File: src/rtl/fetch_stage_ctrl_if.sv
// Bundle of the fetch controller's run-control, hazard, redirect and IF/ID signals.
// The master side is the surrounding pipeline; the slave side is fetch_stage_ctrl.
interface fetch_stage_ctrl_if #(
  parameter int unsigned DATA_W = 32
);
  logic              i_enable;
  logic              i_stall_pc_HD;
  logic              i_stall_if_id_HD;
  logic              i_pc_src_D;
  logic [DATA_W-1:0] i_branch_target_D;
  logic [DATA_W-1:0] i_instr_IF;
  logic [DATA_W-1:0] o_pc;
  logic [DATA_W-1:0] o_instr_D;
  logic [DATA_W-1:0] o_pc_plus4_D;
  logic              o_halt;
  logic [31:0]       o_stall_cycles;
  logic [31:0]       o_flush_cycles;

  modport master (
    output i_enable, i_stall_pc_HD, i_stall_if_id_HD, i_pc_src_D,
           i_branch_target_D, i_instr_IF,
    input  o_pc, o_instr_D, o_pc_plus4_D, o_halt, o_stall_cycles, o_flush_cycles
  );

  modport slave (
    input  i_enable, i_stall_pc_HD, i_stall_if_id_HD, i_pc_src_D,
           i_branch_target_D, i_instr_IF,
    output o_pc, o_instr_D, o_pc_plus4_D, o_halt, o_stall_cycles, o_flush_cycles
  );
endinterface

File: src/rtl/fetch_stage_ctrl.sv
// PC and IF/ID register owner with stall/redirect/flush priority and halt drain.
// Optional performance counters are built only when FETCH_PERF_CNT_EN is defined.
module fetch_stage_ctrl #(
  parameter int unsigned       DATA_W       = 32,
  parameter logic [DATA_W-1:0] RESET_PC     = '0,
  parameter logic [DATA_W-1:0] HALT_OPCODE  = '1,
  parameter int unsigned       DRAIN_CYCLES = 4
) (
  input  logic             i_clk,
  input  logic             i_reset,
  fetch_stage_ctrl_if.slave bus
);

  localparam logic [1:0] ST_RUN    = 2'd0;
  localparam logic [1:0] ST_DRAIN  = 2'd1;
  localparam logic [1:0] ST_HALTED = 2'd2;

  logic [1:0]        state_q, state_d;
  logic [DATA_W-1:0] pc_q, pc_d;
  logic [DATA_W-1:0] instr_q, instr_d;
  logic [DATA_W-1:0] pc4_q, pc4_d;
  logic [31:0]       drain_q, drain_d;
  logic              halt_q;
  logic [DATA_W-1:0] pc_plus4;

  assign pc_plus4 = pc_q + DATA_W'(4);

  // NOTE: every variable gets its hold value first, so no path leaves it unassigned and no latch is inferred.
  always_comb begin
    state_d = state_q;
    pc_d    = pc_q;
    instr_d = instr_q;
    pc4_d   = pc4_q;
    drain_d = drain_q;
    if (bus.i_enable) begin
      case (state_q)
        ST_RUN: begin
          if (!bus.i_stall_pc_HD) begin
            pc_d = bus.i_pc_src_D ? bus.i_branch_target_D : pc_plus4;
          end
          if (!bus.i_stall_if_id_HD) begin
            if (bus.i_pc_src_D) begin
              instr_d = '0;
              pc4_d   = '0;
            end else begin
              instr_d = bus.i_instr_IF;
              pc4_d   = pc_plus4;
              // Only a halt word that actually lands in IF/ID starts the drain.
              if (bus.i_instr_IF == HALT_OPCODE) begin
                state_d = ST_DRAIN;
                drain_d = '0;
              end
            end
          end
        end
        ST_DRAIN: begin
          if (!bus.i_stall_if_id_HD) begin
            instr_d = '0;
            pc4_d   = '0;
            drain_d = drain_q + 32'd1;
            if (drain_d >= 32'(DRAIN_CYCLES)) begin
              state_d = ST_HALTED;
            end
          end
        end
        default: ;
      endcase
    end
  end

  // NOTE: sequential state uses non-blocking assignments so all registers update from pre-edge values.
  always_ff @(posedge i_clk) begin
    if (i_reset) begin
      state_q <= ST_RUN;
      pc_q    <= RESET_PC;
      instr_q <= '0;
      pc4_q   <= '0;
      drain_q <= '0;
      halt_q  <= 1'b0;
    end else begin
      state_q <= state_d;
      pc_q    <= pc_d;
      instr_q <= instr_d;
      pc4_q   <= pc4_d;
      drain_q <= drain_d;
      halt_q  <= (state_d == ST_HALTED);
    end
  end

  assign bus.o_pc         = pc_q;
  assign bus.o_instr_D    = instr_q;
  assign bus.o_pc_plus4_D = pc4_q;
  assign bus.o_halt       = halt_q;

`ifdef FETCH_PERF_CNT_EN
  logic        run_en;
  logic [31:0] stall_cnt_q;
  logic [31:0] flush_cnt_q;

  assign run_en = bus.i_enable && (state_q == ST_RUN);

  // Both counters saturate rather than wrap.
  always_ff @(posedge i_clk) begin
    if (i_reset) begin
      stall_cnt_q <= '0;
      flush_cnt_q <= '0;
    end else begin
      if (run_en && bus.i_stall_pc_HD && (stall_cnt_q != '1)) begin
        stall_cnt_q <= stall_cnt_q + 32'd1;
      end
      if (run_en && !bus.i_stall_if_id_HD && bus.i_pc_src_D && (flush_cnt_q != '1)) begin
        flush_cnt_q <= flush_cnt_q + 32'd1;
      end
    end
  end

  assign bus.o_stall_cycles = stall_cnt_q;
  assign bus.o_flush_cycles = flush_cnt_q;
`else
  assign bus.o_stall_cycles = '0;
  assign bus.o_flush_cycles = '0;
`endif

endmodule
File: src/flat_wrapper.sv
// flat-port wrapper written by rule: the top's interface ports become plain ports
module fetch_stage_ctrl_flat 
#(
  parameter int unsigned       DATA_W       = 32,
  parameter logic [DATA_W-1:0] RESET_PC     = '0,
  parameter logic [DATA_W-1:0] HALT_OPCODE  = '1,
  parameter int unsigned       DRAIN_CYCLES = 4
)
  (i_clk, i_reset, bus_i_enable, bus_i_stall_pc_HD, bus_i_stall_if_id_HD, bus_i_pc_src_D, bus_i_branch_target_D, bus_i_instr_IF, bus_o_pc, bus_o_instr_D, bus_o_pc_plus4_D, bus_o_halt, bus_o_stall_cycles, bus_o_flush_cycles);
  fetch_stage_ctrl_if #(.DATA_W(DATA_W)) bus_i ();
  input  logic i_clk;
  input  logic i_reset;
  input wire logic [$bits(bus_i.i_enable)-1:0] bus_i_enable;
  input wire logic [$bits(bus_i.i_stall_pc_HD)-1:0] bus_i_stall_pc_HD;
  input wire logic [$bits(bus_i.i_stall_if_id_HD)-1:0] bus_i_stall_if_id_HD;
  input wire logic [$bits(bus_i.i_pc_src_D)-1:0] bus_i_pc_src_D;
  input wire logic [$bits(bus_i.i_branch_target_D)-1:0] bus_i_branch_target_D;
  input wire logic [$bits(bus_i.i_instr_IF)-1:0] bus_i_instr_IF;
  output wire logic [$bits(bus_i.o_pc)-1:0] bus_o_pc;
  output wire logic [$bits(bus_i.o_instr_D)-1:0] bus_o_instr_D;
  output wire logic [$bits(bus_i.o_pc_plus4_D)-1:0] bus_o_pc_plus4_D;
  output wire logic [$bits(bus_i.o_halt)-1:0] bus_o_halt;
  output wire logic [$bits(bus_i.o_stall_cycles)-1:0] bus_o_stall_cycles;
  output wire logic [$bits(bus_i.o_flush_cycles)-1:0] bus_o_flush_cycles;
  assign bus_i.i_enable = bus_i_enable;
  assign bus_i.i_stall_pc_HD = bus_i_stall_pc_HD;
  assign bus_i.i_stall_if_id_HD = bus_i_stall_if_id_HD;
  assign bus_i.i_pc_src_D = bus_i_pc_src_D;
  assign bus_i.i_branch_target_D = bus_i_branch_target_D;
  assign bus_i.i_instr_IF = bus_i_instr_IF;
  assign bus_o_pc = bus_i.o_pc;
  assign bus_o_instr_D = bus_i.o_instr_D;
  assign bus_o_pc_plus4_D = bus_i.o_pc_plus4_D;
  assign bus_o_halt = bus_i.o_halt;
  assign bus_o_stall_cycles = bus_i.o_stall_cycles;
  assign bus_o_flush_cycles = bus_i.o_flush_cycles;
  fetch_stage_ctrl #(.DATA_W(DATA_W), .RESET_PC(RESET_PC), .HALT_OPCODE(HALT_OPCODE), .DRAIN_CYCLES(DRAIN_CYCLES)) u_core (.i_clk(i_clk), .i_reset(i_reset), .bus(bus_i));
endmodule
File: config.mk
export PLATFORM = sky130hd
export DESIGN_NAME = fetch_stage_ctrl_flat
export DESIGN_NICKNAME = d
export VERILOG_FILES = /design/src/rtl/fetch_stage_ctrl_if.sv /design/src/rtl/fetch_stage_ctrl.sv /design/src/flat_wrapper.sv
export SDC_FILE = /design/constraint.sdc
export NUM_CORES = 1
export LEC_CHECK = 0
export CORE_ASPECT_RATIO = 0.8
export CORE_MARGIN = 2
export CORE_UTILIZATION = 30
export CTS_CLUSTER_SIZE = 40
export DETAILED_ROUTE_END_ITERATION = 10
export MAX_ROUTING_LAYER = met4
export RECOVER_POWER = 100
export SLEW_MARGIN = 20
export SYNTH_ARGS = -nofsm -noshare
export SYNTH_HDL_FRONTEND = slang
export SYNTH_SLANG_ARGS = --single-unit
File: constraint.sdc
create_clock -name i_clk -period 2.3 [get_ports i_clk]
set_input_delay 0.46 -clock i_clk [delete_from_list [all_inputs] [get_ports i_clk]]
set_output_delay 0.46 -clock i_clk [all_outputs]
set_load 0.005 [all_outputs]
==> impl_metrics.csv <==
group,metric,value,unit
routing,viasPerCell,4.997,
finish,final_area,10390,µm²
timing,rsz0062_at_grt,"true",
status,failed_checks,"negative setup slack",
global_routing,grt_pass1_vias,6864,
global_routing,grt_max_degree,114,
clocking,cts_sinks,131,
setup_path,cp_top_family,"simple AND/OR/NAND/NOR gates",
global_routing,grt-ovfl-total,0,
hold_path,hp-class,"reg -> reg",
setup_path,cp.depth,8,
timing,max_freq,424.8,MHz
finish,area_growth,42.96,%
logic_synthesis,synth_common_cells,"nor2_1 (147), dfxtp_1 (131), a21oi_1 (71), clkbuf_1 (67), a22oi_1 (65)",
logic_synthesis,ys_ff_latch,131,
clocking,cts.hold.buffers_added,0,
finish,diodes,0,
global_routing,antenna_found_initial,0,
floorplan,core_area,23590,µm²
timing,fin_ws,-0.05406,ns
placed_design,dpl.hpwl,16.92,mm
logic_synthesis,netlist-cell-type-count,55,
placed_design,port_buffers,166,
floorplan,rows,50,
setup_path,startpoint,"u_core.drain_q[1]$_SDFFE_PP0P_",
routing,drc,0,
power_and_ir_drop,pwr_density_cell,562.8,nW/µm²
clocking,clkTransAtPathRegs,0.06,ns
floorplan,die_h,143.2,µm
setup_path,critPathRequiredTime,2.58,ns
clocking,clock_path_buffers,2,
logic_synthesis,ys.warnings.count,0,
timing,clock_skew,0.01578,ns
logic_synthesis,netlist_area,7264,µm²
timing,tightest_slew,0.7612,ns
setup_path,critPathBufInv,0,
timing,post-route-period-util,1.024,
logic_synthesis,syn_avg_cell_area,7.736,µm²
setup_path,reg2reg_depth,8,
timing,fin_crit,2.354,ns
setup_path,rr_endpoint,"u_core.bus.o_halt$_SDFF_PP0_",
floorplan,ios,231,
timing,relSlewSlack,0.4925,
placed_design,place.gp.congestion,0.8776,
clocking,cts_tree,"done",
setup_path,cp_cell_sequence,"ha_4 -> and4_4 -> and4b_1 -> o211ai_1 -> a22o_1 -> or4_4 -> nor4_4 -> o31ai_1",
finish,drive_gt1_frac,0.1472,
logic_synthesis,ys_top_cells_by_area,"dfxtp_1 (36%), nor2_1 (7.6%), a22oi_1 (6.7%)",
timing,finalHoldViolations,0,
setup_path,rr_startpoint,"u_core.drain_q[1]$_SDFFE_PP0P_",
clocking,clockRootBuffer,"clkbuf_16",
setup_path,crit_path_end_kind,"flop",
routing,vias,7430,
routing,drtPass1Iterations,5,
clocking,h-tree-depth,4,
logic_synthesis,synth_edf_count,0,
logic_synthesis,async_flop_share,0,
power_and_ir_drop,peakVddDrop,0.4634,mV
logic_synthesis,synth_top_area_cell,"dfxtp_1",
status,run_status,"finished, violations left",
setup_path,rrSetupSlack,-0.05,ns
finish,fin_util,0.4403,
setup_path,path_max_fanout,4,
placed_design,dpl_cell_area,9741,µm²
clocking,insertion_delay,0.42,ns
clocking,cts_buffers,17,
setup_path,start_kind,"flop",
logic_synthesis,yosysMostFrequentCell,"nor2_1",
timing,final_max_slew_viol_count,0,
floorplan,initial_utilization,0.3080,
setup_path,crit_end,"u_core.bus.o_halt$_SDFF_PP0_",
finish,final_net_count,1234,
floorplan,dieArea,25480,µm²
logic_synthesis,ys.flop_type,"dfxtp_1",
routing,drt_wl_total,24.06,mm
global_routing,grt_usage,0.1882,
logic_synthesis,synth_top_area_frac,0.3610,
logic_synthesis,syn_inst,939,
power_and_ir_drop,p_leak,4.277,nW
routing,detail_route.wl_per_cell,16.18,µm
timing,setup_viol,3,
setup_path,cp.arrival,2.63,ns
global_routing,grt_first_pass_wirelength,37.07,mm
flow_run,maxCapViolCount,0,
setup_path,critical_path.max_stage_delay,0.57,ns
setup_path,slowest_stage,"or4_4",
setup_path,criticalPathCategory,"reg -> reg",
routing,drtAntennaViolNets,0,
floorplan,fp.dieW,178.0,µm
routing,drt_iter0_markers,505,
logic_synthesis,ys_seq_area_frac,0.3610,
## registers in the layout (all words and copies together), names as in the netlist
name / cells
u_core.bus.o_instr_D: 32
u_core.bus.o_pc: 32
u_core.bus.o_pc_plus4_D: 32
u_core.drain_q: 32
u_core.state_q: 2
u_core.bus.o_halt: 1
## how the worst min path moves through the flow
stage                                     startpoint                                     to  slack, ns  cells past startpoint
2_1_floorplan           u_core.state_q[1]$_SDFF_PP0_           u_core.state_q[1]$_SDFF_PP0_       0.46                      2
3_3_place_gp         u_core.bus.o_pc[1]$_SDFFE_PP0P_        u_core.bus.o_pc[1]$_SDFFE_PP0P_       0.46                      2
3_5_place_dp    u_core.bus.o_instr_D[6]$_SDFFE_PP0P_   u_core.bus.o_instr_D[6]$_SDFFE_PP0P_       0.47                      2
4_1_cts              u_core.bus.o_pc[1]$_SDFFE_PP0P_        u_core.bus.o_pc[1]$_SDFFE_PP0P_       0.48                      2
5_1_grt        u_core.bus.o_instr_D[13]$_SDFFE_PP0P_  u_core.bus.o_instr_D[13]$_SDFFE_PP0P_       0.50                      2
6_report        u_core.bus.o_instr_D[6]$_SDFFE_PP0P_   u_core.bus.o_instr_D[6]$_SDFFE_PP0P_       0.47                      2
## routing by layer
metal  part of all wire  vias up  track usage
met2               0.43      225       0.2746
met1               0.50     3492       0.2673
met3              0.065        8      0.04020
met4             0.0049        0      0.03451
li1                   -     3705            -
met5                  0        -            -
## cell usage in the layout (no fill, tap or decap), drive strengths merged, types with 24 or more instances in the layout
cell type,synthesis,routed
nand2,47,47
and3,33,33
a22oi,65,65
nand3,33,33
clkbuf,67,40
nor2,147,147
buf,70,93
o21ai,47,47
clkdlybuf4s50,0,72
a21oi,71,71
dlygate4sd3,0,92
dfxtp,131,131
conb,1,64
nand4,24,24
## per-stage QoR
step	cells	worst slack (ns)	hold slack (ns)	total power [W]	setup TNS, ns
after floorplan	1002	0.005715	0.4605	0.002713	0
after global placement	1452	-0.4727	0.4625	0.002966	-13.17
after detailed placement	1452	-0.4015	0.4690	0.002970	-11.64
after CTS	1486	-0.04297	0.4817	0.005948	-0.09550
after global routing	1487	-0.1061	0.5022	0.006077	-1.911
final	1487	-0.05406	0.4741	0.005845	-0.1278
## final cells by class
type	instances	area [µm²]
fillers	2336	13200
clock inverters	13	196.4
repair buffers	278	2504
inverters	8	30.03
multi-input cells	726	4189
clock buffers	19	432.9
well taps	312	390.4
flip-flops and latches	131	2643
## cell families (layout without fill, tap and decap cells)
| family | Yosys count | count (layout) | share of synthesized area |
|---|---|---|---|
| simple gates | 374 | 374 | 0.2616 |
| compound gates | 244 | 244 | 0.2136 |
| mux | 3 | 3 | 0.004134 |
| flops | 131 | 131 | 0.3610 |
| xor+xnor | 39 | 39 | 0.04702 |
| fa+ha+maj | 2 | 2 | 0.003444 |
| other cells | 1 | 64 | 0.0005162 |
| buf+inv | 145 | 318 | 0.1087 |
## what timing repair did
action / in CTS / in global routing
pin swaps: 2 / 7
setup buffers: 2 / 1
endpoints found under the hold margin: 0 / 0
setup endpoints to repair: 3 / 28
gates resized for setup: 12 / 21
## report_power, final
part | switching [W] | total, W | internal, W | leakage, nW
Sequential | 0.0000326 | 0.00234 | 0.00231 | 1.07
Combinational | 0.000287 | 0.000551 | 0.000264 | 2.91
Clock | 0.00112 | 0.00295 | 0.00184 | 0.300
Total | 0.00144 | 0.00584 | 0.00441 | 4.28
## worst register-to-register path, delay by kind of cell (launching register included)
family	cells	cell delay, ns
simple gates	4	1.27
compound gates	3	0.43
flops	1	0.37
fa+ha+maj	1	0.15
Note: power is estimated with default switching activity, not from simulation.
